$ cat config.mk
export PLATFORM = sky130hd
export DESIGN_NAME = id_ex_stage_reg_flat
export DESIGN_NICKNAME = d
export VERILOG_FILES = /design/src/rtl/id_ex_stage_reg_if.sv /design/src/rtl/id_ex_stage_reg.sv /design/src/flat_wrapper.sv
export SDC_FILE = /design/constraint.sdc
export NUM_CORES = 1
export LEC_CHECK = 0
export BUFFER_PORTS_ARGS = -buffer_cell sky130_fd_sc_hd__clkbuf_2
export CAP_MARGIN = 40
export CORE_ASPECT_RATIO = 1.75
export CORE_MARGIN = 10
export CORE_UTILIZATION = 44
export DETAILED_ROUTE_END_ITERATION = 10
export GPL_TIMING_DRIVEN = 1
export PLACE_DENSITY = 0.85
export SKIP_LAST_GASP = 1
export SLEW_MARGIN = 10
export SYNTH_ARGS = -nofsm -noshare
export SYNTH_HDL_FRONTEND = slang
export SYNTH_SLANG_ARGS = --single-unit
$ cat constraint.sdc
create_clock -name clk -period 3 [get_ports clk]
set_clock_uncertainty 0.05 [all_clocks]
set_input_delay 0.3 -clock clk [delete_from_list [all_inputs] [get_ports clk]]
set_output_delay 0.3 -clock clk [all_outputs]
set_load 0.005 [all_outputs]
$ cat src/rtl/id_ex_stage_reg_if.sv
// ============================================================================
//  Module   : id_ex_stage_reg_if
//  Purpose  : ID-side inputs and EX-side outputs of the ID/EX pipeline register.
//  Revision : 1.0  initial release
// ============================================================================
`default_nettype none

interface id_ex_stage_reg_if #(
    parameter int DATA_W = 32,
    parameter int REG_AW = 5,
    parameter int CNT_W  = 16
);
    logic              id_valid;
    logic [DATA_W-1:0] rs_data;
    logic [DATA_W-1:0] rt_data;
    logic [REG_AW-1:0] rs;
    logic [REG_AW-1:0] rt;
    logic [REG_AW-1:0] rd;
    logic [DATA_W-1:0] imm;
    logic              reg_write;
    logic              mem_read;
    logic              mem_write;
    logic              mem_to_reg;
    logic              alu_src;
    logic              reg_dst;
    logic [3:0]        alu_op;
    logic              flush;
    logic              wb_reg_write;
    logic [REG_AW-1:0] wb_write_addr;
    logic [DATA_W-1:0] wb_write_data;

    logic              ex_valid;
    logic [DATA_W-1:0] ex_rs_data;
    logic [DATA_W-1:0] ex_rt_data;
    logic [DATA_W-1:0] ex_imm;
    logic [REG_AW-1:0] ex_rs;
    logic [REG_AW-1:0] ex_rt;
    logic [REG_AW-1:0] ex_write_addr;
    logic              ex_reg_write;
    logic              ex_mem_read;
    logic              ex_mem_write;
    logic              ex_mem_to_reg;
    logic              ex_alu_src;
    logic [3:0]        ex_alu_op;
    logic              stall;
    logic [CNT_W-1:0]  stall_count;

    modport master (
        output id_valid, rs_data, rt_data, rs, rt, rd, imm,
               reg_write, mem_read, mem_write, mem_to_reg, alu_src, reg_dst, alu_op,
               flush, wb_reg_write, wb_write_addr, wb_write_data,
        input  ex_valid, ex_rs_data, ex_rt_data, ex_imm, ex_rs, ex_rt, ex_write_addr,
               ex_reg_write, ex_mem_read, ex_mem_write, ex_mem_to_reg, ex_alu_src,
               ex_alu_op, stall, stall_count
    );

    modport slave (
        input  id_valid, rs_data, rt_data, rs, rt, rd, imm,
               reg_write, mem_read, mem_write, mem_to_reg, alu_src, reg_dst, alu_op,
               flush, wb_reg_write, wb_write_addr, wb_write_data,
        output ex_valid, ex_rs_data, ex_rt_data, ex_imm, ex_rs, ex_rt, ex_write_addr,
               ex_reg_write, ex_mem_read, ex_mem_write, ex_mem_to_reg, ex_alu_src,
               ex_alu_op, stall, stall_count
    );
endinterface

`default_nettype wire

$ cat src/rtl/id_ex_stage_reg.sv
// ============================================================================
//  Module   : id_ex_stage_reg
//  Purpose  : ID/EX pipeline register with load-use stall, branch flush and a
//             saturating stall counter. Define IDEX_WB_BYPASS_EN to forward a
//             same-cycle write-back into the captured operands.
//  Revision : 1.0  initial release
// ============================================================================
`default_nettype none

module id_ex_stage_reg #(
    parameter int DATA_W = 32,
    parameter int REG_AW = 5,
    parameter int CNT_W  = 16
) (
    input  wire logic           clk,
    input  wire logic           reset,
    id_ex_stage_reg_if.slave    bus
);
    localparam logic [CNT_W-1:0] c_CNT_MAX = {CNT_W{1'b1}};

    logic              r_ex_valid;
    logic [DATA_W-1:0] r_ex_rs_data;
    logic [DATA_W-1:0] r_ex_rt_data;
    logic [DATA_W-1:0] r_ex_imm;
    logic [REG_AW-1:0] r_ex_rs;
    logic [REG_AW-1:0] r_ex_rt;
    logic [REG_AW-1:0] r_ex_write_addr;
    logic              r_ex_reg_write;
    logic              r_ex_mem_read;
    logic              r_ex_mem_write;
    logic              r_ex_mem_to_reg;
    logic              r_ex_alu_src;
    logic [3:0]        r_ex_alu_op;
    logic [CNT_W-1:0]  r_stall_count;

    logic              w_stall;
    logic [DATA_W-1:0] w_rs_cap;
    logic [DATA_W-1:0] w_rt_cap;

    // A load in EX whose destination is read by the instruction in ID.
    assign w_stall = bus.id_valid & r_ex_valid & r_ex_mem_read & ~bus.flush &
                     ((r_ex_write_addr == bus.rs) | (r_ex_write_addr == bus.rt));

`ifdef IDEX_WB_BYPASS_EN
    assign w_rs_cap = (bus.wb_reg_write && (bus.wb_write_addr == bus.rs)) ? bus.wb_write_data : bus.rs_data;
    assign w_rt_cap = (bus.wb_reg_write && (bus.wb_write_addr == bus.rt)) ? bus.wb_write_data : bus.rt_data;
`else
    assign w_rs_cap = bus.rs_data;
    assign w_rt_cap = bus.rt_data;
`endif

    always_ff @(posedge clk) begin
        if (reset || bus.flush || w_stall) begin
            r_ex_valid      <= 1'b0;
            r_ex_rs_data    <= '0;
            r_ex_rt_data    <= '0;
            r_ex_imm        <= '0;
            r_ex_rs         <= '0;
            r_ex_rt         <= '0;
            r_ex_write_addr <= '0;
            r_ex_reg_write  <= 1'b0;
            r_ex_mem_read   <= 1'b0;
            r_ex_mem_write  <= 1'b0;
            r_ex_mem_to_reg <= 1'b0;
            r_ex_alu_src    <= 1'b0;
            r_ex_alu_op     <= '0;
        end else begin
            r_ex_valid      <= bus.id_valid;
            r_ex_rs_data    <= w_rs_cap;
            r_ex_rt_data    <= w_rt_cap;
            r_ex_imm        <= bus.imm;
            r_ex_rs         <= bus.rs;
            r_ex_rt         <= bus.rt;
            r_ex_write_addr <= bus.reg_dst ? bus.rd : bus.rt;
            // An empty ID slot must not carry side-effecting control into EX.
            r_ex_reg_write  <= bus.id_valid & bus.reg_write;
            r_ex_mem_read   <= bus.id_valid & bus.mem_read;
            r_ex_mem_write  <= bus.id_valid & bus.mem_write;
            r_ex_mem_to_reg <= bus.id_valid & bus.mem_to_reg;
            r_ex_alu_src    <= bus.id_valid & bus.alu_src;
            r_ex_alu_op     <= bus.id_valid ? bus.alu_op : 4'd0;
        end
    end

    always_ff @(posedge clk) begin
        if (reset) begin
            r_stall_count <= '0;
        end else if (w_stall && (r_stall_count != c_CNT_MAX)) begin
            r_stall_count <= r_stall_count + {{(CNT_W-1){1'b0}}, 1'b1};
        end
    end

    assign bus.ex_valid      = r_ex_valid;
    assign bus.ex_rs_data    = r_ex_rs_data;
    assign bus.ex_rt_data    = r_ex_rt_data;
    assign bus.ex_imm        = r_ex_imm;
    assign bus.ex_rs         = r_ex_rs;
    assign bus.ex_rt         = r_ex_rt;
    assign bus.ex_write_addr = r_ex_write_addr;
    assign bus.ex_reg_write  = r_ex_reg_write;
    assign bus.ex_mem_read   = r_ex_mem_read;
    assign bus.ex_mem_write  = r_ex_mem_write;
    assign bus.ex_mem_to_reg = r_ex_mem_to_reg;
    assign bus.ex_alu_src    = r_ex_alu_src;
    assign bus.ex_alu_op     = r_ex_alu_op;
    assign bus.stall         = w_stall;
    assign bus.stall_count   = r_stall_count;

endmodule

`default_nettype wire

$ cat src/flat_wrapper.sv
// flat-port wrapper written by rule: the top's interface ports become plain ports
module id_ex_stage_reg_flat 
#(
    parameter int DATA_W = 32,
    parameter int REG_AW = 5,
    parameter int CNT_W  = 16
)
  (clk, reset, bus_id_valid, bus_rs_data, bus_rt_data, bus_rs, bus_rt, bus_rd, bus_imm, bus_reg_write, bus_mem_read, bus_mem_write, bus_mem_to_reg, bus_alu_src, bus_reg_dst, bus_alu_op, bus_flush, bus_wb_reg_write, bus_wb_write_addr, bus_wb_write_data, bus_ex_valid, bus_ex_rs_data, bus_ex_rt_data, bus_ex_imm, bus_ex_rs, bus_ex_rt, bus_ex_write_addr, bus_ex_reg_write, bus_ex_mem_read, bus_ex_mem_write, bus_ex_mem_to_reg, bus_ex_alu_src, bus_ex_alu_op, bus_stall, bus_stall_count);
  id_ex_stage_reg_if #(.DATA_W(DATA_W), .REG_AW(REG_AW), .CNT_W(CNT_W)) bus_i ();
  input  wire logic clk;
  input  wire logic reset;
  input wire logic [$bits(bus_i.id_valid)-1:0] bus_id_valid;
  input wire logic [$bits(bus_i.rs_data)-1:0] bus_rs_data;
  input wire logic [$bits(bus_i.rt_data)-1:0] bus_rt_data;
  input wire logic [$bits(bus_i.rs)-1:0] bus_rs;
  input wire logic [$bits(bus_i.rt)-1:0] bus_rt;
  input wire logic [$bits(bus_i.rd)-1:0] bus_rd;
  input wire logic [$bits(bus_i.imm)-1:0] bus_imm;
  input wire logic [$bits(bus_i.reg_write)-1:0] bus_reg_write;
  input wire logic [$bits(bus_i.mem_read)-1:0] bus_mem_read;
  input wire logic [$bits(bus_i.mem_write)-1:0] bus_mem_write;
  input wire logic [$bits(bus_i.mem_to_reg)-1:0] bus_mem_to_reg;
  input wire logic [$bits(bus_i.alu_src)-1:0] bus_alu_src;
  input wire logic [$bits(bus_i.reg_dst)-1:0] bus_reg_dst;
  input wire logic [$bits(bus_i.alu_op)-1:0] bus_alu_op;
  input wire logic [$bits(bus_i.flush)-1:0] bus_flush;
  input wire logic [$bits(bus_i.wb_reg_write)-1:0] bus_wb_reg_write;
  input wire logic [$bits(bus_i.wb_write_addr)-1:0] bus_wb_write_addr;
  input wire logic [$bits(bus_i.wb_write_data)-1:0] bus_wb_write_data;
  output wire logic [$bits(bus_i.ex_valid)-1:0] bus_ex_valid;
  output wire logic [$bits(bus_i.ex_rs_data)-1:0] bus_ex_rs_data;
  output wire logic [$bits(bus_i.ex_rt_data)-1:0] bus_ex_rt_data;
  output wire logic [$bits(bus_i.ex_imm)-1:0] bus_ex_imm;
  output wire logic [$bits(bus_i.ex_rs)-1:0] bus_ex_rs;
  output wire logic [$bits(bus_i.ex_rt)-1:0] bus_ex_rt;
  output wire logic [$bits(bus_i.ex_write_addr)-1:0] bus_ex_write_addr;
  output wire logic [$bits(bus_i.ex_reg_write)-1:0] bus_ex_reg_write;
  output wire logic [$bits(bus_i.ex_mem_read)-1:0] bus_ex_mem_read;
  output wire logic [$bits(bus_i.ex_mem_write)-1:0] bus_ex_mem_write;
  output wire logic [$bits(bus_i.ex_mem_to_reg)-1:0] bus_ex_mem_to_reg;
  output wire logic [$bits(bus_i.ex_alu_src)-1:0] bus_ex_alu_src;
  output wire logic [$bits(bus_i.ex_alu_op)-1:0] bus_ex_alu_op;
  output wire logic [$bits(bus_i.stall)-1:0] bus_stall;
  output wire logic [$bits(bus_i.stall_count)-1:0] bus_stall_count;
  assign bus_i.id_valid = bus_id_valid;
  assign bus_i.rs_data = bus_rs_data;
  assign bus_i.rt_data = bus_rt_data;
  assign bus_i.rs = bus_rs;
  assign bus_i.rt = bus_rt;
  assign bus_i.rd = bus_rd;
  assign bus_i.imm = bus_imm;
  assign bus_i.reg_write = bus_reg_write;
  assign bus_i.mem_read = bus_mem_read;
  assign bus_i.mem_write = bus_mem_write;
  assign bus_i.mem_to_reg = bus_mem_to_reg;
  assign bus_i.alu_src = bus_alu_src;
  assign bus_i.reg_dst = bus_reg_dst;
  assign bus_i.alu_op = bus_alu_op;
  assign bus_i.flush = bus_flush;
  assign bus_i.wb_reg_write = bus_wb_reg_write;
  assign bus_i.wb_write_addr = bus_wb_write_addr;
  assign bus_i.wb_write_data = bus_wb_write_data;
  assign bus_ex_valid = bus_i.ex_valid;
  assign bus_ex_rs_data = bus_i.ex_rs_data;
  assign bus_ex_rt_data = bus_i.ex_rt_data;
  assign bus_ex_imm = bus_i.ex_imm;
  assign bus_ex_rs = bus_i.ex_rs;
  assign bus_ex_rt = bus_i.ex_rt;
  assign bus_ex_write_addr = bus_i.ex_write_addr;
  assign bus_ex_reg_write = bus_i.ex_reg_write;
  assign bus_ex_mem_read = bus_i.ex_mem_read;
  assign bus_ex_mem_write = bus_i.ex_mem_write;
  assign bus_ex_mem_to_reg = bus_i.ex_mem_to_reg;
  assign bus_ex_alu_src = bus_i.ex_alu_src;
  assign bus_ex_alu_op = bus_i.ex_alu_op;
  assign bus_stall = bus_i.stall;
  assign bus_stall_count = bus_i.stall_count;
  id_ex_stage_reg #(.DATA_W(DATA_W), .REG_AW(REG_AW), .CNT_W(CNT_W)) u_core (.clk(clk), .reset(reset), .bus(bus_i));
endmodule
== Yosys cells after proc, flatten, opt, wreduce, memory -nomap -nowiden ==
Index checks and enable logic that the tools add are counted.

* Bits in registers: 137
* Bits in latches: 0
* Memory bits (writable): 0
* ROM bits: 0
* Bits of input ports: 163
* Word-level logic and storage cells: 35
* Memories kept: 0

* Add/subtract/negate cells: 1
* Multiply operators: 0
* Div/mod/pow operators: 0
* $lt $le $gt $ge: 0
* Equal/unequal tests: 3
* Shift-type cells: 0
* Muxes and demuxes: 1
* Bitwise logic cells: 12
* Reduce and logical (&&, ||, !) cells: 4

{| class="wikitable"
|+ Operator list
! cell !! count
|-
| $add A16 B1 Y16 const B || 1
|-
| $ne A16 B16 Y1 const B || 1
|-
| $eq A5 B5 Y1 || 2
|-
| $and A1 B1 Y1 || 9
|-
| $mux W5 || 1
|-
| $logic_or A1 B1 Y1 || 2
|-
| $not A1 Y1 || 2
|-
| $reduce_or A2 Y1 || 1
|-
| $logic_and A1 B1 Y1 || 1
|-
| $or A1 B1 Y1 || 1
|}

== Longest topological paths before layout ==
Gate-level depths: netlist of the first run.

* Depth in word-level cells: 6
* Gate-level depth with buffers: 8

== Worst setup path after synthesis of the first run ==
Ideal clock, no wire load.

* Path type: in2reg
* Start point: input port bus_flush
* End point: register u_core.r_stall_count[9] (netlist: u_core.bus.stall_count[9])
* Arrival: 1751 ps
* Data required time: 2827 ps
* Path slack: 1076 ps
* Cell stages on the path: 7
* Path through: and4b_1 nand4_1 or3_4 a22oi_2 buf_6 nand4_1 mux2_1

* Longest elaborated chain between the ends: 4

{| class="wikitable"
|+ RTL lines
! what !! line !! text
|-
| start: declaration || flat_wrapper.sv:26 || <nowiki>input wire logic [$bits(bus_i.flush)-1:0] bus_flush;</nowiki>
|-
| $not A1 Y1 || id_ex_stage_reg.sv:41 || <nowiki>assign w_stall = bus.id_valid & r_ex_valid & r_ex_mem_read & ~bus.flush &</nowiki>
|-
| $and A1 B1 Y1 (2 in series) || id_ex_stage_reg.sv:41 ||
|-
| $logic_and A1 B1 Y1 || id_ex_stage_reg.sv:88 || <nowiki>end else if (w_stall && (r_stall_count != c_CNT_MAX)) begin</nowiki>
|-
| end signal: assignment || id_ex_stage_reg.sv:89 || <nowiki>r_stall_count <= r_stall_count + {{(CNT_W-1){1'b0}}, 1'b1};</nowiki>
|-
| end: declaration || id_ex_stage_reg.sv:34 || <nowiki>logic [CNT_W-1:0] r_stall_count;</nowiki>
|}

Every way passes these cells.
A chain may end at the register's enable or synchronous reset.

== Final worst setup path of the first run ==
* Start point: register u_core.r_ex_mem_read (netlist: u_core.bus.ex_mem_read)
* End point: register u_core.r_stall_count[9] (netlist: u_core.bus.stall_count[9])

* Longest elaborated chain between the ends: 4

{| class="wikitable"
|+ RTL lines
! what !! line !! text
|-
| start: declaration || id_ex_stage_reg.sv:29 || <nowiki>logic r_ex_mem_read;</nowiki>
|-
| start signal: assignment || id_ex_stage_reg.sv:77 || <nowiki>r_ex_mem_read <= bus.id_valid & bus.mem_read;</nowiki>
|-
| $and A1 B1 Y1 (3 in series) || id_ex_stage_reg.sv:41 ||
|-
| $logic_and A1 B1 Y1 || id_ex_stage_reg.sv:88 ||
|}

Every way passes these cells.

==> results.py, run 1 <==
metrics = {
    "run_status": {
        "run_status": "finished clean",
    },
    "synthesis": {
        "syn_nets": 543,
        "synthFlopType": "dfxtp_1",
        "yosysUniqueCellTypes": 36,
        "syn-instance-count": 379,
        "synth-seq-area-share_pct": 64.04,
        "synth_edf_count": 0,
        "netlist.area_leader.share_pct": 64.04,
        "synth.cell_area_um2": 4283,
        "yosysMostFrequentCell": "dfxtp_1",
        "async_flop_share_pct": 0,
        "yosys_register_bits": 137,
        "synth_area_per_cell_um2": 11.30,
        "yosys.area.top_type": "dfxtp_1",
        "synth.area.top_cells": "dfxtp_1, and2_1, mux2_2",
        "ys_warn_count": 0,
        "netlist_top_cells_count": "dfxtp_1, and2_1, nor2_1",
    },
    "die": {
        "dieHeight_um": 150.5,
        "die_w_um": 94.58,
        "dieArea_um2": 14240,
        "initial_core_util_pct": 45.24,
        "row_count": 47,
        "floorplan.core_area_um2": 9468,
        "ios": 301,
    },
    "clock_tree": {
        "clock-sinks": 137,
        "postCtsHoldBufs": 0,
        "htree_levels": 4,
        "cts_buffer_depth": 2,
        "cts_buffers": 17,
        "tritoncts": "built",
        "clkLatencyLatePin_ps": 400,
        "root_buffer": "clkbuf_16",
        "ctsResizeCount": 0,
        "clkTransAtPathRegs_ps": 60,
        "cts_setup_buffers": 0,
    },
    "power_and_ir_drop": {
        "p_clk_share_pct": 48.0,
        "internal_power_mw": 3.200,
        "combinationalPowerShare_pct": 6.1,
        "vdd_drop_max_mv": 0.5541,
        "swShare_pct": 22.89,
        "p_switching_uw": 950.0,
        "powerDensity_nw_per_um2": 657.9,
        "pwr-share-seq_pct": 45.9,
        "p_leak_nw": 3.222,
    },
    "setup_path": {
        "path_cells": "and4b_1, nand4_1, or3_4, a22oi_2, buf_4, nand4_1, mux2_1",
        "worst-path-max-fanout": 8,
        "crit_family": "simple AND/OR/NAND/NOR gates",
        "startpoint_type": "flip-flop",
        "endpoint_kind": "flip-flop",
        "setup.worst_path.class": "reg2reg",
        "critical_path.slowest_cell": "or3_4",
        "slowest_delay_ps": 380,
        "reg2reg_setup_slack_ps": 720,
        "crit_top_cell": "nand4_1",
        "cp_num_buf_inv": 1,
        "arrival_ps": 2530,
        "cp.required_ps": 3240,
    },
    "global_routing": {
        "grt_pass1_vias": 3836,
        "track_usage_pct": 18.30,
        "grt_overflow": 0,
        "grt_max_degree": 75,
        "grt_pass1_wl_um": 19820,
        "antenna_found_initial": 0,
    },
    "finish": {
        "drive_gt1_share_pct": 47.58,
        "n_antenna_cell": 0,
        "syn2layout_area_growth_pct": 47.27,
        "fin_nets": 811,
    },
    "job": {
        "cap_violations": 0,
    },
    "timing": {
        "fmaxAchievable_ghz": 0.4382,
        "worst_pin_slew_ps": 655.7,
        "rsz0062_at_grt": "no",
        "fin_crit_ps": 2282,
        "maxSlewViolCount": 0,
        "finalSetupViolCount": 0,
        "fin_tns_setup_ps": 0,
        "holdWs_ps": 41.25,
        "setup_ws_ps": 717.7,
        "max_slew_margin_pct": 55.16,
        "hold_viol": 0,
        "finalCritPeriodShare_pct": 76.08,
    },
    "place": {
        "io_buffers": 262,
        "globalplace.congestion": 0.8648,
        "dp_hpwl_um": 11230,
        "pre_cts_ws_ps": 509.2,
    },
    "drt": {
        "routed_wl_um": 13480,
        "vias_per_cell": 4.573,
        "vias": 3576,
        "drt_iter0_markers": 65,
        "wl_per_cell_um": 17.23,
        "ant_nets": 0,
        "firstDrtPassIters": 4,
        "drc": 0,
    },
    "hold_path": {
        "hold_path.class": "in2reg",
    },
}
-- path summary, 6_finish.rpt --
kind	start	endpoint	cells past startpoint
min	bus_rt_data[23]	u_core.bus.ex_rt_data[23]$_SDFF_PP0_	2
min reg2reg	u_core.bus.stall_count[1]$_SDFFE_PP0P_	u_core.bus.stall_count[1]$_SDFFE_PP0P_	2
max	u_core.bus.ex_mem_read$_SDFF_PP0_	u_core.bus.stall_count[9]$_SDFFE_PP0P_	7
max reg2reg	u_core.bus.ex_mem_read$_SDFF_PP0_	u_core.bus.stall_count[9]$_SDFFE_PP0P_	7
-- per-layer routing --
layer  vias to the layer above  wire length, um  track usage, %
met2                       180             7116           33.24
met5                         -                0               0
met3                        29             1729           9.870
li1                       1755                -               -
met4                         0              472           9.474
met1                      1612             4158           15.32
-- kinds of logic (layout without fill, tap and decap cells) --
logic type | Yosys count | after routing | synth area share (%)
AO/OA/AOI/OAI | 13 | 13 | 2.133
XOR/XNOR | 12 | 12 | 2.454
adder cells (fa/ha/maj) | 1 | 1 | 0.2921
buffers and inverters | 20 | 301 | 1.986
flip-flops | 137 | 137 | 64.04
multiplexers | 15 | 15 | 3.769
AND/OR/NAND/NOR | 181 | 181 | 25.33
-- layout make-up --
cell class | instances | area [um^2]
fill | 762 | 3161
sequential | 137 | 2743
multi-input combinational | 222 | 1461
timing repair buffer | 268 | 1364
clock buffer | 17 | 425.4
clock inverter | 15 | 157.7
tap | 122 | 152.6
inverter | 1 | 3.754
-- power by group through the flow --
| stage | registers (mW) | clock network [mW] | logic (mW) |
|---|---|---|---|
| 6_report | 1.90 | 1.99 | 0.253 |
| 3_3_place_gp | 1.94 | 0 | 0.245 |
| 5_1_grt | 1.91 | 2.12 | 0.281 |
| 4_1_cts | 1.90 | 2.03 | 0.259 |
| 3_5_place_dp | 1.94 | 0 | 0.257 |
| 2_1_floorplan | 1.95 | 0 | 0.0773 |
-- layout by cell type (no fill, tap or decap), types with 2 or more instances in the layout --
| cell | Yosys | routed |
|---|---|---|
| a31o_2 | 2 | 2 |
| nand3_1 | 6 | 6 |
| nor2_1 | 20 | 20 |
| nand2b_1 | 2 | 2 |
| xnor2_1 | 5 | 5 |
| clkbuf_2 | 1 | 262 |
| clkbuf_16 | 0 | 17 |
| nand2_1 | 5 | 5 |
| and3_1 | 11 | 11 |
| and4_1 | 2 | 2 |
| mux2i_1 | 6 | 6 |
| xor2_1 | 7 | 7 |
| inv_8 | 0 | 3 |
| a21oi_1 | 6 | 6 |
| clkinvlp_4 | 0 | 2 |
| nor2b_1 | 11 | 11 |
| and2_1 | 108 | 108 |
| mux2_2 | 7 | 7 |
| buf_4 | 0 | 5 |
| clkinv_2 | 0 | 2 |
| a211oi_1 | 2 | 2 |
| inv_6 | 0 | 5 |
| dfxtp_1 | 137 | 137 |
| mux2_1 | 2 | 2 |
| nand4_1 | 8 | 8 |
-- per-stage QoR --
stage / util [%] / cells / instance area [um^2] / power [mW]
finish: 66.62 / 782 / 6307 / 4.150
global route: 66.62 / 782 / 6307 / 4.309
CTS: 66.62 / 782 / 6307 / 4.198
detailed placement: 60.46 / 750 / 5724 / 2.201
global placement: 60.30 / 749 / 5709 / 2.186
floorplan: - / 379 / 4283 / 2.028
Power figures use the tool's default switching activity.
==> inputs of run 2 (changes only) <==
- CORE_UTILIZATION: 44 -> 41
- PLACE_DENSITY: 0.85 -> 0.8
- clock period: 3 -> 2.2 ns (I/O delays scaled with it)
==> results.py, run 2 (synthesis results as in run 1) <==
metrics = {
    "finish": {
        "final_common_cell": "clkbuf_2",
        "fin_nets": 926,
        "drive_gt1_share_pct": 41.81,
        "syn2layout_area_growth_pct": 75.26,
        "layout_common_cells": "clkbuf_2, dfxtp_1, and2_1, dlygate4sd3_1, nor2_1",
        "fin_util_pct": 73.31,
    },
    "setup_path": {
        "worst-path-max-fanout": 5,
        "cp.required_ps": 2440,
        "setup.worst_path.class": "in2reg",
        "arrival_ps": 2420,
        "startpoint_type": "primary input",
        "endpoint_kind": "flip-flop",
    },
    "timing": {
        "finalSetupViolCount": 0,
        "maxSlewViolCount": 0,
        "worst_pin_slew_ps": 361.1,
        "fin_crit_ps": 2178,
        "hold_viol": 0,
        "holdWs_ps": 22.74,
        "fmaxAchievable_ghz": 0.4591,
        "rsz0062_at_grt": "yes",
        "finalCritPeriodShare_pct": 99.00,
        "max_slew_margin_pct": 75.88,
    },
    "drt": {
        "vias": 4216,
        "routed_wl_um": 16980,
        "wl_per_cell_um": 18.79,
        "ant_nets": 0,
        "firstDrtPassIters": 4,
        "vias_per_cell": 4.664,
        "drc": 0,
        "drt_iter0_markers": 112,
    },
    "clock_tree": {
        "root_buffer": "clkbuf_16",
        "cts_buffer_depth": 2,
        "htree_levels": 4,
        "clkTransAtPathRegs_ps": 60,
        "cts_buffers": 17,
        "tritoncts": "built",
        "clock-sinks": 137,
        "clkLatencyLatePin_ps": 400,
    },
    "global_routing": {
        "antenna_found_initial": 2,
        "grt_max_degree": 77,
        "track_usage_pct": 21.85,
        "grt_pass1_wl_um": 26220,
        "grt_pass1_vias": 4697,
        "grt_overflow": 0,
    },
    "run_status": {
        "run_status": "finished clean",
    },
    "place": {
        "io_buffers": 262,
        "dp_hpwl_um": 10880,
        "globalplace.congestion": 0.8652,
    },
    "power_and_ir_drop": {
        "p_clk_share_pct": 48.0,
        "internal_power_mw": 4.611,
        "powerDensity_nw_per_um2": 802.8,
        "swShare_pct": 23.49,
        "pwr-share-seq_pct": 43.2,
        "vdd_drop_max_mv": 0.6842,
        "p_switching_mw": 1.415,
        "p_leak_nw": 3.726,
        "combinationalPowerShare_pct": 8.8,
    },
    "die": {
        "ios": 301,
        "floorplan.core_area_um2": 10240,
        "die_w_um": 97.26,
        "initial_core_util_pct": 41.83,
        "row_count": 49,
        "dieArea_um2": 15100,
        "dieHeight_um": 155.2,
    },
    "hold_path": {
        "hold_path.class": "in2reg",
    },
    "job": {
        "cap_violations": 0,
    },
}
## run 2: timing repair
item,4_1_cts,5_1_grt
hold buffers,107,1
gates resized for setup,0,6
endpoints found under the setup margin,0,5
endpoints found under the hold margin,107,1
buffers inserted,0,2
## run 2: per-layer routing
layer | track usage, % | routed length (um)
met2 | 38.78 | 8907
met5 | 0 | 0
met4 | 11.20 | 667
met3 | 7.938 | 1313
met1 | 21.87 | 6096
## run 2: metrics by stage
| step | instances | TNS [ps] | setup WS, ps | instance area [um^2] | total power, mW |
|---|---|---|---|---|---|
| 3_3_place_gp | 760 | 0 | 58.91 | 5773 | 2.993 |
| 5_1_grt | 904 | -223.9 | -61.51 | 7506 | 6.244 |
| 4_1_cts | 899 | 0 | 25.34 | 7453 | 6.053 |
| 6_report | 904 | 0 | 21.98 | 7506 | 6.026 |
| 3_5_place_dp | 760 | 0 | 3.606 | 5773 | 3.005 |
| 2_1_floorplan | 379 | 0 | 289.3 | 4283 | 2.766 |
## run 2: critical path, cell delays in order
cell	delay (ps)
dlygate4sd3_1	540
clkbuf_2	130
xor2_1	180
nor4_2	160
nand3_1	250
a22oi_2	370
and3_1	220
mux2_2	340
## run 2: cell type report
| cell class | instances | area [um^2] |
|---|---|---|
| Antenna cell | 2 | 5.005 |
| Clock buffer | 17 | 425.4 |
| Clock inverter | 15 | 183.9 |
| Fill cell | 667 | 2733 |
| Inverter | 1 | 3.754 |
| Multi-Input combinational cell | 222 | 1480 |
| Sequential cell | 137 | 2743 |
| Tap cell | 127 | 158.9 |
| Timing Repair Buffer | 383 | 2506 |
## run 2: worst paths after layout
kind | cells past startpoint | from | slack (ps) | endpoint
hold reg to reg | 2 | u_core.bus.stall_count[7]$_SDFFE_PP0P_ | 530 | u_core.bus.stall_count[7]$_SDFFE_PP0P_
setup reg to reg | 6 | u_core.bus.ex_write_addr[0]$_SDFF_PP0_ | 80 | u_core.bus.stall_count[3]$_SDFFE_PP0P_
hold / removal | 2 | bus_reg_write | 20 | u_core.bus.ex_reg_write$_SDFF_PP0_
setup / recovery | 8 | bus_rs[2] | 20 | u_core.bus.stall_count[3]$_SDFFE_PP0P_
## run 2: power by group through the flow
stage               Combinational (mW)  Sequential [mW]  Clock, mW
global route                     0.574             2.61       3.06
CTS                              0.514             2.59       2.94
finish                           0.533             2.60       2.89
floorplan                        0.105             2.66          0
detailed placement               0.355             2.65          0
global placement                 0.346             2.65          0
==> inputs of run 3 (changes only) <==
- REMOVE_ABC_BUFFERS: default -> 1
==> results.py, run 3 (synthesis results as in run 1) <==
metrics = {
    "place": {
        "dp.cells": 760,
        "dp_hpwl_um": 11240,
        "globalplace.congestion": 0.8570,
        "io_buffers": 262,
    },
    "drt": {
        "drt_iter0_markers": 113,
        "ant_nets": 0,
        "routed_wl_um": 16440,
        "wl_per_cell_um": 18.23,
        "vias_per_cell": 4.549,
        "vias": 4103,
        "drc": 0,
        "firstDrtPassIters": 4,
    },
    "power_and_ir_drop": {
        "swShare_pct": 21.17,
        "internal_power_mw": 4.699,
        "totalPowerFinal_mw": 5.961,
        "p_clk_share_pct": 47.4,
        "p_switching_mw": 1.262,
        "combinationalPowerShare_pct": 8.9,
        "powerDensity_nw_per_um2": 795.9,
        "pwr-share-seq_pct": 43.7,
        "p_leak_nw": 3.713,
        "vdd_drop_max_mv": 0.7019,
    },
    "global_routing": {
        "grt_pass1_vias": 4597,
        "grt_pass1_wl_um": 25120,
        "grt_overflow": 0,
        "grt_max_degree": 46,
        "track_usage_pct": 21.05,
        "antenna_found_initial": 3,
    },
    "timing": {
        "maxSlewViolCount": 0,
        "worst_pin_slew_ps": 384.5,
        "fin_tns_setup_ps": 0,
        "rsz0062_at_grt": "no",
        "max_slew_margin_pct": 73.70,
        "fmaxAchievable_ghz": 0.4742,
        "fin_crit_ps": 2109,
        "hold_viol": 0,
        "finalSetupViolCount": 0,
        "finalCritPeriodShare_pct": 95.85,
    },
    "clock_tree": {
        "clkTransAtPathRegs_ps": 60,
        "tritoncts": "built",
        "cts_buffer_depth": 2,
        "root_buffer": "clkbuf_16",
        "clock-sinks": 137,
        "htree_levels": 4,
        "clkLatencyLatePin_ps": 400,
        "cts_buffers": 17,
    },
    "setup_path": {
        "endpoint_kind": "flip-flop",
        "cp.required_ps": 2440,
        "setup.worst_path.class": "reg2reg",
        "arrival_ps": 2350,
        "worst-path-max-fanout": 7,
        "startpoint_type": "flip-flop",
    },
    "finish": {
        "layout_common_cells": "clkbuf_2, dfxtp_1, and2_1",
        "final_cells": 902,
        "drive_gt1_share_pct": 41.71,
        "fin_nets": 925,
        "final_common_cell": "clkbuf_2",
        "syn2layout_area_growth_pct": 74.88,
    },
    "die": {
        "floorplan.core_area_um2": 10240,
        "initial_core_util_pct": 41.83,
        "ios": 301,
        "dieArea_um2": 15100,
        "row_count": 49,
        "dieHeight_um": 155.2,
        "die_w_um": 97.26,
    },
    "run_status": {
        "run_status": "finished clean",
    },
    "hold_path": {
        "hold_path.class": "in2reg",
    },
    "job": {
        "cap_violations": 0,
    },
}
[run 3: cell types whose count changed in the layout (fill, tap and decap cells not counted), sizes merged]
cell,previous run,this run
clkinv,5,4
dlygate4sd3,108,105
inv,8,2
clkinvlp,1,3
clkbuf,279,281
bufinv,2,3
buf,13,15
diode,2,3
[run 3: power by group through the flow]
stage	Combinational, mW	Clock [mW]	Sequential [mW]
after global routing	0.574	2.97	2.61
after detailed placement	0.359	0	2.65
final	0.531	2.83	2.60
after global placement	0.347	0	2.65
after floorplan	0.0902	0	2.66
after CTS	0.513	2.86	2.60
[run 3: repair_timing]
| action | 4_1_cts | 5_1_grt |
|---|---|---|
| hold buffers | 105 | 0 |
| setup endpoints to repair | 0 | 42 |
| resized for setup | 0 | 2 |
| setup buffers | 0 | 4 |
| hold endpoints to repair | 105 | 0 |
[run 3: per-layer routing]
layer | vias up | routed length, um | track usage, %
met3 | 37 | 1279 | 8.160
li1 | 1986 | - | -
met1 | 1916 | 5423 | 19.48
met4 | 0 | 564 | 10.43
met5 | - | 0 | 0
met2 | 164 | 9175 | 39.03
[run 3: worst paths after layout]
check | slack, ps | depth (start not counted) | from | endpoint
min reg2reg | 520 | 2 | u_core.bus.stall_count[1]$_SDFFE_PP0P_ | u_core.bus.stall_count[1]$_SDFFE_PP0P_
max | 90 | 6 | u_core.bus.ex_mem_read$_SDFF_PP0_ | u_core.bus.stall_count[3]$_SDFFE_PP0P_
min | 20 | 2 | bus_rs[4] | u_core.bus.ex_rs[4]$_SDFF_PP0_
max reg2reg | 90 | 6 | u_core.bus.ex_mem_read$_SDFF_PP0_ | u_core.bus.stall_count[3]$_SDFFE_PP0P_
[run 3: area by class of cell]
| class | count | area, um^2 |
|---|---|---|
| diodes | 3 | 7.507 |
| clock buffers | 19 | 442.9 |
| clock inverters | 11 | 148.9 |
| fillers | 629 | 2749 |
| inverters | 1 | 3.754 |
| multi-input cells | 222 | 1473 |
| flip-flops and latches | 137 | 2743 |
| well taps | 127 | 158.9 |
| repair buffers | 382 | 2512 |
[run 3: stage by stage]
step | instance area, um^2 | hold slack, ps | util [%] | setup slack (ps)
detailed placement | 5786 | 372.2 | 56.51 | 61.75
floorplan | 4202 | 239.1 | - | -1176
CTS | 7428 | 0.3996 | 72.55 | 28.73
finish | 7490 | 17.31 | 73.15 | 91.37
global route | 7490 | 12.02 | 73.15 | 0.6508
global placement | 5786 | 368.0 | 56.51 | -22.66
[run 3: worst max-delay path, stage by stage, from the launching register on]
cell     delay, ps
dfxtp_1        340
and4b_1        260
nand4_1        100
or3_4          380
a22oi_2        340
and3_1         220
mux2_2         320
